<file path="src/rtl/pipe_ctrl_unit.sv">
// Pipelined control unit: opcode decode, ID/EX -> EX/MEM -> MEM/WB control bundles,
// load-use stall, redirect flush and EX forwarding selects. Optional jal/jalr decode via PIPE_CTRL_JUMP_EN.
module pipe_ctrl_unit #(
    parameter int REG_ADDR_W = 5
) (
    input  logic                  clk,
    input  logic                  rst_n,
    input  logic                  id_valid,
    input  logic [6:0]            id_opcode,
    input  logic [REG_ADDR_W-1:0] id_rs1,
    input  logic [REG_ADDR_W-1:0] id_rs2,
    input  logic [REG_ADDR_W-1:0] id_rd,
    input  logic                  ex_redirect,
    output logic                  stall_o,
    output logic                  flush_o,
    output logic                  ex_valid,
    output logic                  ex_alu_src,
    output logic                  ex_branch,
    output logic                  ex_jump,
    output logic                  ex_illegal,
    output logic [1:0]            ex_alu_op,
    output logic [1:0]            fwd_a,
    output logic [1:0]            fwd_b,
    output logic                  mem_valid,
    output logic                  mem_read,
    output logic                  mem_write,
    output logic                  wb_valid,
    output logic                  wb_reg_write,
    output logic [1:0]            wb_sel,
    output logic [REG_ADDR_W-1:0] wb_rd
);

    localparam logic [REG_ADDR_W-1:0] ZERO_REG = '0;

    logic       dec_alu_src, dec_branch, dec_illegal, dec_mem_read, dec_mem_write, dec_reg_write;
    logic       dec_use_rs1, dec_use_rs2;
    logic [1:0] dec_alu_op, dec_wb_sel;
`ifdef PIPE_CTRL_JUMP_EN
    logic       dec_jump, ex_jump_d, ex_jump_q;
`endif

    logic                  ex_valid_d, ex_alu_src_d, ex_branch_d, ex_illegal_d;
    logic                  ex_mem_read_d, ex_mem_write_d, ex_reg_write_d;
    logic [1:0]            ex_alu_op_d, ex_wb_sel_d;
    logic [REG_ADDR_W-1:0] ex_rs1_d, ex_rs2_d, ex_rd_d;
    logic                  ex_valid_q, ex_alu_src_q, ex_branch_q, ex_illegal_q;
    logic                  ex_mem_read_q, ex_mem_write_q, ex_reg_write_q;
    logic [1:0]            ex_alu_op_q, ex_wb_sel_q;
    logic [REG_ADDR_W-1:0] ex_rs1_q, ex_rs2_q, ex_rd_q;

    logic                  mem_valid_d, mem_read_d, mem_write_d, mem_reg_write_d;
    logic [1:0]            mem_wb_sel_d;
    logic [REG_ADDR_W-1:0] mem_rd_d;
    logic                  mem_valid_q, mem_read_q, mem_write_q, mem_reg_write_q;
    logic [1:0]            mem_wb_sel_q;
    logic [REG_ADDR_W-1:0] mem_rd_q;

    logic                  wb_valid_d, wb_reg_write_d;
    logic [1:0]            wb_sel_d;
    logic [REG_ADDR_W-1:0] wb_rd_d;
    logic                  wb_valid_q, wb_reg_write_q;
    logic [1:0]            wb_sel_q;
    logic [REG_ADDR_W-1:0] wb_rd_q;

    logic bubble;

    always_comb begin
        dec_alu_src   = 1'b0;
        dec_branch    = 1'b0;
        dec_illegal   = 1'b0;
        dec_mem_read  = 1'b0;
        dec_mem_write = 1'b0;
        dec_reg_write = 1'b0;
        dec_use_rs1   = 1'b0;
        dec_use_rs2   = 1'b0;
        dec_alu_op    = 2'b00;
        dec_wb_sel    = 2'b00;
`ifdef PIPE_CTRL_JUMP_EN
        dec_jump      = 1'b0;
`endif
        case (id_opcode)
            7'b0110011: begin
                dec_reg_write = 1'b1; dec_alu_op = 2'b10;
                dec_use_rs1 = 1'b1; dec_use_rs2 = 1'b1;
            end
            7'b0010011: begin
                dec_alu_src = 1'b1; dec_reg_write = 1'b1; dec_alu_op = 2'b11;
                dec_use_rs1 = 1'b1;
            end
            7'b0000011: begin
                dec_alu_src = 1'b1; dec_mem_read = 1'b1; dec_reg_write = 1'b1;
                dec_wb_sel = 2'b01; dec_use_rs1 = 1'b1;
            end
            7'b0100011: begin
                dec_alu_src = 1'b1; dec_mem_write = 1'b1;
                dec_use_rs1 = 1'b1; dec_use_rs2 = 1'b1;
            end
            7'b1100011: begin
                dec_branch = 1'b1; dec_alu_op = 2'b01;
                dec_use_rs1 = 1'b1; dec_use_rs2 = 1'b1;
            end
`ifdef PIPE_CTRL_JUMP_EN
            7'b1101111: begin
                dec_jump = 1'b1; dec_reg_write = 1'b1; dec_wb_sel = 2'b10;
            end
            7'b1100111: begin
                dec_jump = 1'b1; dec_reg_write = 1'b1; dec_alu_src = 1'b1;
                dec_wb_sel = 2'b10; dec_use_rs1 = 1'b1;
            end
`endif
            default: dec_illegal = 1'b1;
        endcase
    end

    // A redirect squashes the ID instruction anyway, so it overrides any load-use stall.
    always_comb begin
        stall_o = id_valid && ex_valid_q && ex_mem_read_q && (ex_rd_q != ZERO_REG) &&
                  ((dec_use_rs1 && (ex_rd_q == id_rs1)) || (dec_use_rs2 && (ex_rd_q == id_rs2))) &&
                  !ex_redirect;
        flush_o = ex_redirect;
        bubble  = !id_valid || stall_o || ex_redirect;
    end

    always_comb begin
        ex_valid_d     = !bubble;
        ex_alu_src_d   = bubble ? 1'b0 : dec_alu_src;
        ex_branch_d    = bubble ? 1'b0 : dec_branch;
        ex_illegal_d   = bubble ? 1'b0 : dec_illegal;
        ex_mem_read_d  = bubble ? 1'b0 : dec_mem_read;
        ex_mem_write_d = bubble ? 1'b0 : dec_mem_write;
        ex_reg_write_d = bubble ? 1'b0 : dec_reg_write;
        ex_alu_op_d    = bubble ? 2'b00 : dec_alu_op;
        ex_wb_sel_d    = bubble ? 2'b00 : dec_wb_sel;
        ex_rs1_d       = bubble ? ZERO_REG : id_rs1;
        ex_rs2_d       = bubble ? ZERO_REG : id_rs2;
        ex_rd_d        = bubble ? ZERO_REG : id_rd;
`ifdef PIPE_CTRL_JUMP_EN
        ex_jump_d      = bubble ? 1'b0 : dec_jump;
`endif
        mem_valid_d     = ex_valid_q;
        mem_read_d      = ex_mem_read_q;
        mem_write_d     = ex_mem_write_q;
        mem_reg_write_d = ex_reg_write_q;
        mem_wb_sel_d    = ex_wb_sel_q;
        mem_rd_d        = ex_rd_q;
        wb_valid_d      = mem_valid_q;
        wb_reg_write_d  = mem_reg_write_q;
        wb_sel_d        = mem_wb_sel_q;
        wb_rd_d         = mem_rd_q;
    end

    always_ff @(posedge clk or negedge rst_n) begin
        if (!rst_n) begin
            ex_valid_q <= 1'b0; ex_alu_src_q <= 1'b0; ex_branch_q <= 1'b0; ex_illegal_q <= 1'b0;
            ex_mem_read_q <= 1'b0; ex_mem_write_q <= 1'b0; ex_reg_write_q <= 1'b0;
            ex_alu_op_q <= 2'b00; ex_wb_sel_q <= 2'b00;
            ex_rs1_q <= ZERO_REG; ex_rs2_q <= ZERO_REG; ex_rd_q <= ZERO_REG;
`ifdef PIPE_CTRL_JUMP_EN
            ex_jump_q <= 1'b0;
`endif
            mem_valid_q <= 1'b0; mem_read_q <= 1'b0; mem_write_q <= 1'b0; mem_reg_write_q <= 1'b0;
            mem_wb_sel_q <= 2'b00; mem_rd_q <= ZERO_REG;
            wb_valid_q <= 1'b0; wb_reg_write_q <= 1'b0; wb_sel_q <= 2'b00; wb_rd_q <= ZERO_REG;
        end else begin
            ex_valid_q <= ex_valid_d; ex_alu_src_q <= ex_alu_src_d; ex_branch_q <= ex_branch_d;
            ex_illegal_q <= ex_illegal_d; ex_mem_read_q <= ex_mem_read_d;
            ex_mem_write_q <= ex_mem_write_d; ex_reg_write_q <= ex_reg_write_d;
            ex_alu_op_q <= ex_alu_op_d; ex_wb_sel_q <= ex_wb_sel_d;
            ex_rs1_q <= ex_rs1_d; ex_rs2_q <= ex_rs2_d; ex_rd_q <= ex_rd_d;
`ifdef PIPE_CTRL_JUMP_EN
            ex_jump_q <= ex_jump_d;
`endif
            mem_valid_q <= mem_valid_d; mem_read_q <= mem_read_d; mem_write_q <= mem_write_d;
            mem_reg_write_q <= mem_reg_write_d; mem_wb_sel_q <= mem_wb_sel_d; mem_rd_q <= mem_rd_d;
            wb_valid_q <= wb_valid_d; wb_reg_write_q <= wb_reg_write_d;
            wb_sel_q <= wb_sel_d; wb_rd_q <= wb_rd_d;
        end
    end

    // EX/MEM takes precedence because it holds the younger result; bubbles and x0 never match.
    always_comb begin
        fwd_a = 2'b00;
        fwd_b = 2'b00;
        if (ex_valid_q && mem_valid_q && mem_reg_write_q && (mem_rd_q != ZERO_REG) && (mem_rd_q == ex_rs1_q))
            fwd_a = 2'b10;
        else if (ex_valid_q && wb_valid_q && wb_reg_write_q && (wb_rd_q != ZERO_REG) && (wb_rd_q == ex_rs1_q))
            fwd_a = 2'b01;
        if (ex_valid_q && mem_valid_q && mem_reg_write_q && (mem_rd_q != ZERO_REG) && (mem_rd_q == ex_rs2_q))
            fwd_b = 2'b10;
        else if (ex_valid_q && wb_valid_q && wb_reg_write_q && (wb_rd_q != ZERO_REG) && (wb_rd_q == ex_rs2_q))
            fwd_b = 2'b01;
    end

    assign ex_valid     = ex_valid_q;
    assign ex_alu_src   = ex_alu_src_q;
    assign ex_branch    = ex_branch_q;
    assign ex_illegal   = ex_illegal_q;
    assign ex_alu_op    = ex_alu_op_q;
`ifdef PIPE_CTRL_JUMP_EN
    assign ex_jump      = ex_jump_q;
`else
    assign ex_jump      = 1'b0;
`endif
    assign mem_valid    = mem_valid_q;
    assign mem_read     = mem_read_q;
    assign mem_write    = mem_write_q;
    assign wb_valid     = wb_valid_q;
    assign wb_reg_write = wb_reg_write_q;
    assign wb_sel       = wb_sel_q;
    assign wb_rd        = wb_rd_q;

endmodule

</file>
<file path="config.mk">
export PLATFORM = sky130hd
export DESIGN_NAME = pipe_ctrl_unit
export DESIGN_NICKNAME = d
export VERILOG_FILES = /design/src/rtl/pipe_ctrl_unit.sv
export SDC_FILE = /design/constraint.sdc
export NUM_CORES = 1
export LEC_CHECK = 0
export CORE_MARGIN = 1.5
export CORE_UTILIZATION = 51
export CTS_CLUSTER_DIAMETER = 40
export CTS_CLUSTER_SIZE = 28
export DETAILED_ROUTE_END_ITERATION = 10
export GPL_TIMING_DRIVEN = 0
export PLACE_DENSITY = 0.92
export RECOVER_POWER = 100
export SYNTH_ARGS = -nofsm -noshare
export SYNTH_HDL_FRONTEND = slang
export SYNTH_SLANG_ARGS = --single-unit
</file>
<file path="constraint.sdc">
create_clock -name clk -period 3.9 [get_ports clk]
set_clock_uncertainty 0.2 [all_clocks]
set_input_delay 0.39 -clock clk [delete_from_list [all_inputs] [get_ports clk]]
set_output_delay 0.39 -clock clk [all_outputs]
set_load 0.1 [all_outputs]
</file>
==> impl_summary.md <==
Yosys
The count of flip-flops with a built-in enable after synthesis is 0. Of the total synthesized cell area, the portion taken by full adders, half adders and majority gates is 0. In this run, distinct cell masters in the synthesized netlist total 31. The proportion of synthesized flip-flops having asynchronous set or reset is 1.00.

The mapped netlist covers 1810 um2. The mux share of post-synthesis cell area is 0. The share of the synthesized area in compound gates (AO/OA/AOI/OAI) is 0.0311. For this run, the leading register cell type out of synthesis is sky130_fd_sc_hd__dfrtp_1. The number of standard cells after synthesis is 158.

Of the total synthesized cell area, the portion taken by XOR and XNOR cells is 0.145. The mean cell area of the mapped netlist is 11.5 um2. The sequential area share after synthesis is 0.566.

For this run, the number of Yosys warnings is 0. The largest family of logic cells by synthesized area is simple AND/OR/NAND/NOR gates. The basic-gate share of the synthesized area counting and, or, nand and nor cells is 0.215. The synthesized design contains 41 register bits.

STA
Setup violations remaining at the end of the flow were counted as 0. The count of final max-slew check failures is 42. Setup repair after global routing left no endpoint under its margin. The relative max-transition margin is -0.380.

In the final timing run, aggregate negative setup slack is 0 ns. Static timing analysis puts the maximum clock frequency at 0.270 GHz. The smallest clock period supported by the final layout is computed as 3.71 ns. The pin slew with the least headroom to its limit is 2.07 ns.

The least setup slack across all paths after layout is 0.193 ns. Of the available clock period, the critical path in the final layout requires 0.951. The number of endpoints with negative hold slack in the final report is 0. Across all hold checks on the routed design, the worst slack comes to approximately 0.10 ns.

Clock tree
The H-tree depth is 2. The clock latency at the later pin of the worst-skew pair is 0.35 ns. TritonCTS built the clock tree. The post-CTS clock slew at the launch and capture registers of the worst setup and hold paths is 0.11 ns.

The buffer count from post-CTS setup fixing is 0. The maximum buffer depth of the clock tree is 2. The clock root buffer is sky130_fd_sc_hd__clkbuf_4. CTS saw 41 sinks. Buffers inserted during clock tree synthesis total 5.

Place
Once detailed placement completed, the half-perimeter wirelength came to 2650 um. The number of buffers inserted by port buffering is 47. OpenSTA, run right after detailed placement, puts the worst setup slack at -0.0120 ns. The placer's final routability congestion estimate is 0.827.

Die
The starting density of the core is 0.539. The number of primary I/O pins is 51. The total area inside the core boundary comes to 3360 um2. The floorplan step set the die height to 62.6 um. The die covers roughly 4000 um2. The width of the die is 62.6 um. The number of cell rows is 21.

Drt
The routed layout has 1,311 vias. The number of iterations in the first detailed-routing pass is 4. For this block, the routed nets add up to 3430 um of wire. Once detail routing completed, the nets flagged for antenna violations numbered 0. The DRC violation total after the first TritonRoute iteration is 47. In the routed design, unresolved DRC markers number 0.

The ratio of routed vias to standard cells is between 5 and 6. In the final routed layout, each cell accounts on average for 13.2 um.

Setup path
The worst setup path is of the reg2out kind. The largest fanout of any net on the critical path is 4. The launch instance of the worst register-to-register path is ex_rd_q[3].

The largest individual stage delay along the critical path comes from the cell sky130_fd_sc_hd__clkbuf_1. For flop-to-flop paths, the worst setup slack is 1.47 ns. The endpoint of the worst-slack reg-to-reg timing path is ex_wb_sel_q[0]. The element type at the critical path start is a register.

STA puts the critical path data arrival time at between 3 and 4 ns. The number of cells on the worst reg-to-reg path is 6. In this design, the stage delay of the slowest critical-path cell is 0.89 ns. The kind of end point of the critical path is a primary output. At the worst endpoint, the required time is 3.31 ns. The signal on the critical path passes through or4_1, o2111ai_1, nor4_4, nor4_2, clkbuf_1.

Global routing
Entering global routing, the biggest net connects 42 pins. Summed over all layers, the global routing overflow is 0. The total global-route track usage is 0.196. The via count of the first global-routing pass is 1,306. The first global-routing pass estimated 5870 um of wire. The number of antenna violations at the first check in global routing was 0.

Power and ir drop
For this design the static power due to leakage is 0.00114 uW. The overall power consumption is 789 uW. The worst-case IR drop observed on VDD is 0.000206 V. For this design the ratio of total power to cell area is about 330 nW/um2.

Final layout
Counting the fill cells in the layout gives 277. Of the cells placed in the final design, the portion with a size suffix greater than 1 is 0.163. Compared with the post-synthesis result, the final layout area differs by 32.3%. After the last flow step, the layout net total stands at 240.

The count of antenna diodes in the layout is 0.

Worst hold path
The min-delay analysis places its worst path in the category in2reg. The worst hold path terminates at ex_reg_write_q. The startpoint identified for the worst hold timing path is id_opcode[6]. The depth of the worst hold-timing path is 2.

Run status
The run finished, with violations left. The final reports fail on max-capacitance violations, max-slew violations.

Job
Across the run, the number of max-cap violations was 1.
-- registers in the layout (all words and copies together) (netlist names) --
| register | count |
|---|---|
| wb_valid | 1 |
| wb_sel | 1 |
| wb_reg_write | 1 |
| mem_wb_sel_q | 1 |
| ex_reg_write_q | 1 |
| ex_illegal | 1 |
| mem_rd_q | 5 |
| ex_alu_op | 2 |
| ex_valid | 1 |
| ex_mem_write_q | 1 |
| ex_rd_q | 5 |
| mem_write | 1 |
| wb_rd | 5 |
| ex_wb_sel_q | 1 |
| mem_valid | 1 |
| ex_alu_src | 1 |
| mem_reg_write_q | 1 |
| ex_branch | 1 |
| ex_rs2_q | 5 |
| ex_rs1_q | 5 |
-- metrics by stage --
stage / util / cell area (um2) / std cells
after floorplan: - / 1870 / 159
after global placement: 0.712 / 2390 / 252
after detailed placement: 0.711 / 2390 / 252
after CTS: 0.728 / 2450 / 261
after global routing: 0.712 / 2400 / 261
final: 0.712 / 2400 / 261
-- power by group --
group | switching (uW) | internal, uW | total, uW | leakage [uW]
Clock | 128 | 68.6 | 197 | 0.0000320
Combinational | 88.6 | 52.6 | 141 | 0.000560
Sequential | 14.0 | 438 | 452 | 0.000545
-- worst max-delay path by stage --
stage | from | to | slack, ns | cells past startpoint
detailed placement | id_opcode[2] | stall_o | -0.01 | 8
global route | mem_rd_q[1] | fwd_a[0] | 0.09 | 5
floorplan | mem_rd_q[1] | fwd_a[0] | -0.08 | 4
CTS | mem_rd_q[1] | fwd_b[0] | 0.006 | 5
global placement | id_opcode[2] | stall_o | -0.01 | 8
finish | mem_rd_q[1] | fwd_a[0] | 0.19 | 5
-- synth_stat cells, drive strengths merged, types with 2 or more instances --
master / instances / share of area
nor4: 3 / 0.010
xnor2: 13 / 0.063
or4: 5 / 0.023
buf: 8 / 0.039
xor2: 17 / 0.082
dfrtp: 41 / 0.57
nand2b: 2 / 0.0069
o2111ai: 2 / 0.0097
nor2: 19 / 0.049
nor3: 8 / 0.030
nand3: 9 / 0.028
nor2b: 2 / 0.0069
nand2: 18 / 0.037
-- layout by cell type (no fill, tap or decap), drive strengths merged, types with 2 or more instances in the layout --
master          n
nor4            3
clkinv          2
clkbuf         13
xor2           17
dlygate4sd3    21
nand2b          2
nor2b           2
nor2           19
buf             6
nand2          18
conb            2
o2111ai         2
nand3           9
dfrtp          41
xnor2          13
nor3            8
clkdlybuf4s50  23
or4             5
-- kinds of logic after synthesis --
kind of cell	after synthesis
other	1
AND/OR/NAND/NOR	71
XOR/XNOR	30
AO/OA/AOI/OAI	6
buffers and inverters	9
flip-flops	41
-- critical path, delay by kind of cell (launching register included) --
| kind | cells | cell delay [ns] |
|---|---|---|
| compound gates | 1 | 0.48 |
| flops | 1 | 0.45 |
| simple gates | 3 | 0.95 |
| buf+inv | 1 | 0.89 |
-- cell type report --
type | count | area, um2 | area share
buffer | 9 | 55.1 | 0.0230
clock buffer | 6 | 41.3 | 0.0172
clock inverter | 2 | 10.0 | 0.00418
multi-input combinational | 109 | 742 | 0.310
sequential | 41 | 1030 | 0.432
tap | 46 | 57.6 | 0.0240
timing repair buffer | 48 | 455 | 0.190
-- routing by layer --
layer / part of all wire / vias up / track usage
li1: - / 633 / -
met1: 0.42 / 617 / 0.237
met2: 0.51 / 54 / 0.339
met3: 0.048 / 7 / 0.0342
met4: 0.022 / 0 / 0.100
met5: 0 / - / 0
-- what timing repair did --
action,CTS,global route
resized for setup,2,1
setup endpoints to repair,2,1
hold buffers,1,0
hold endpoints to repair,41,0
Power figures use the tool's default switching activity.
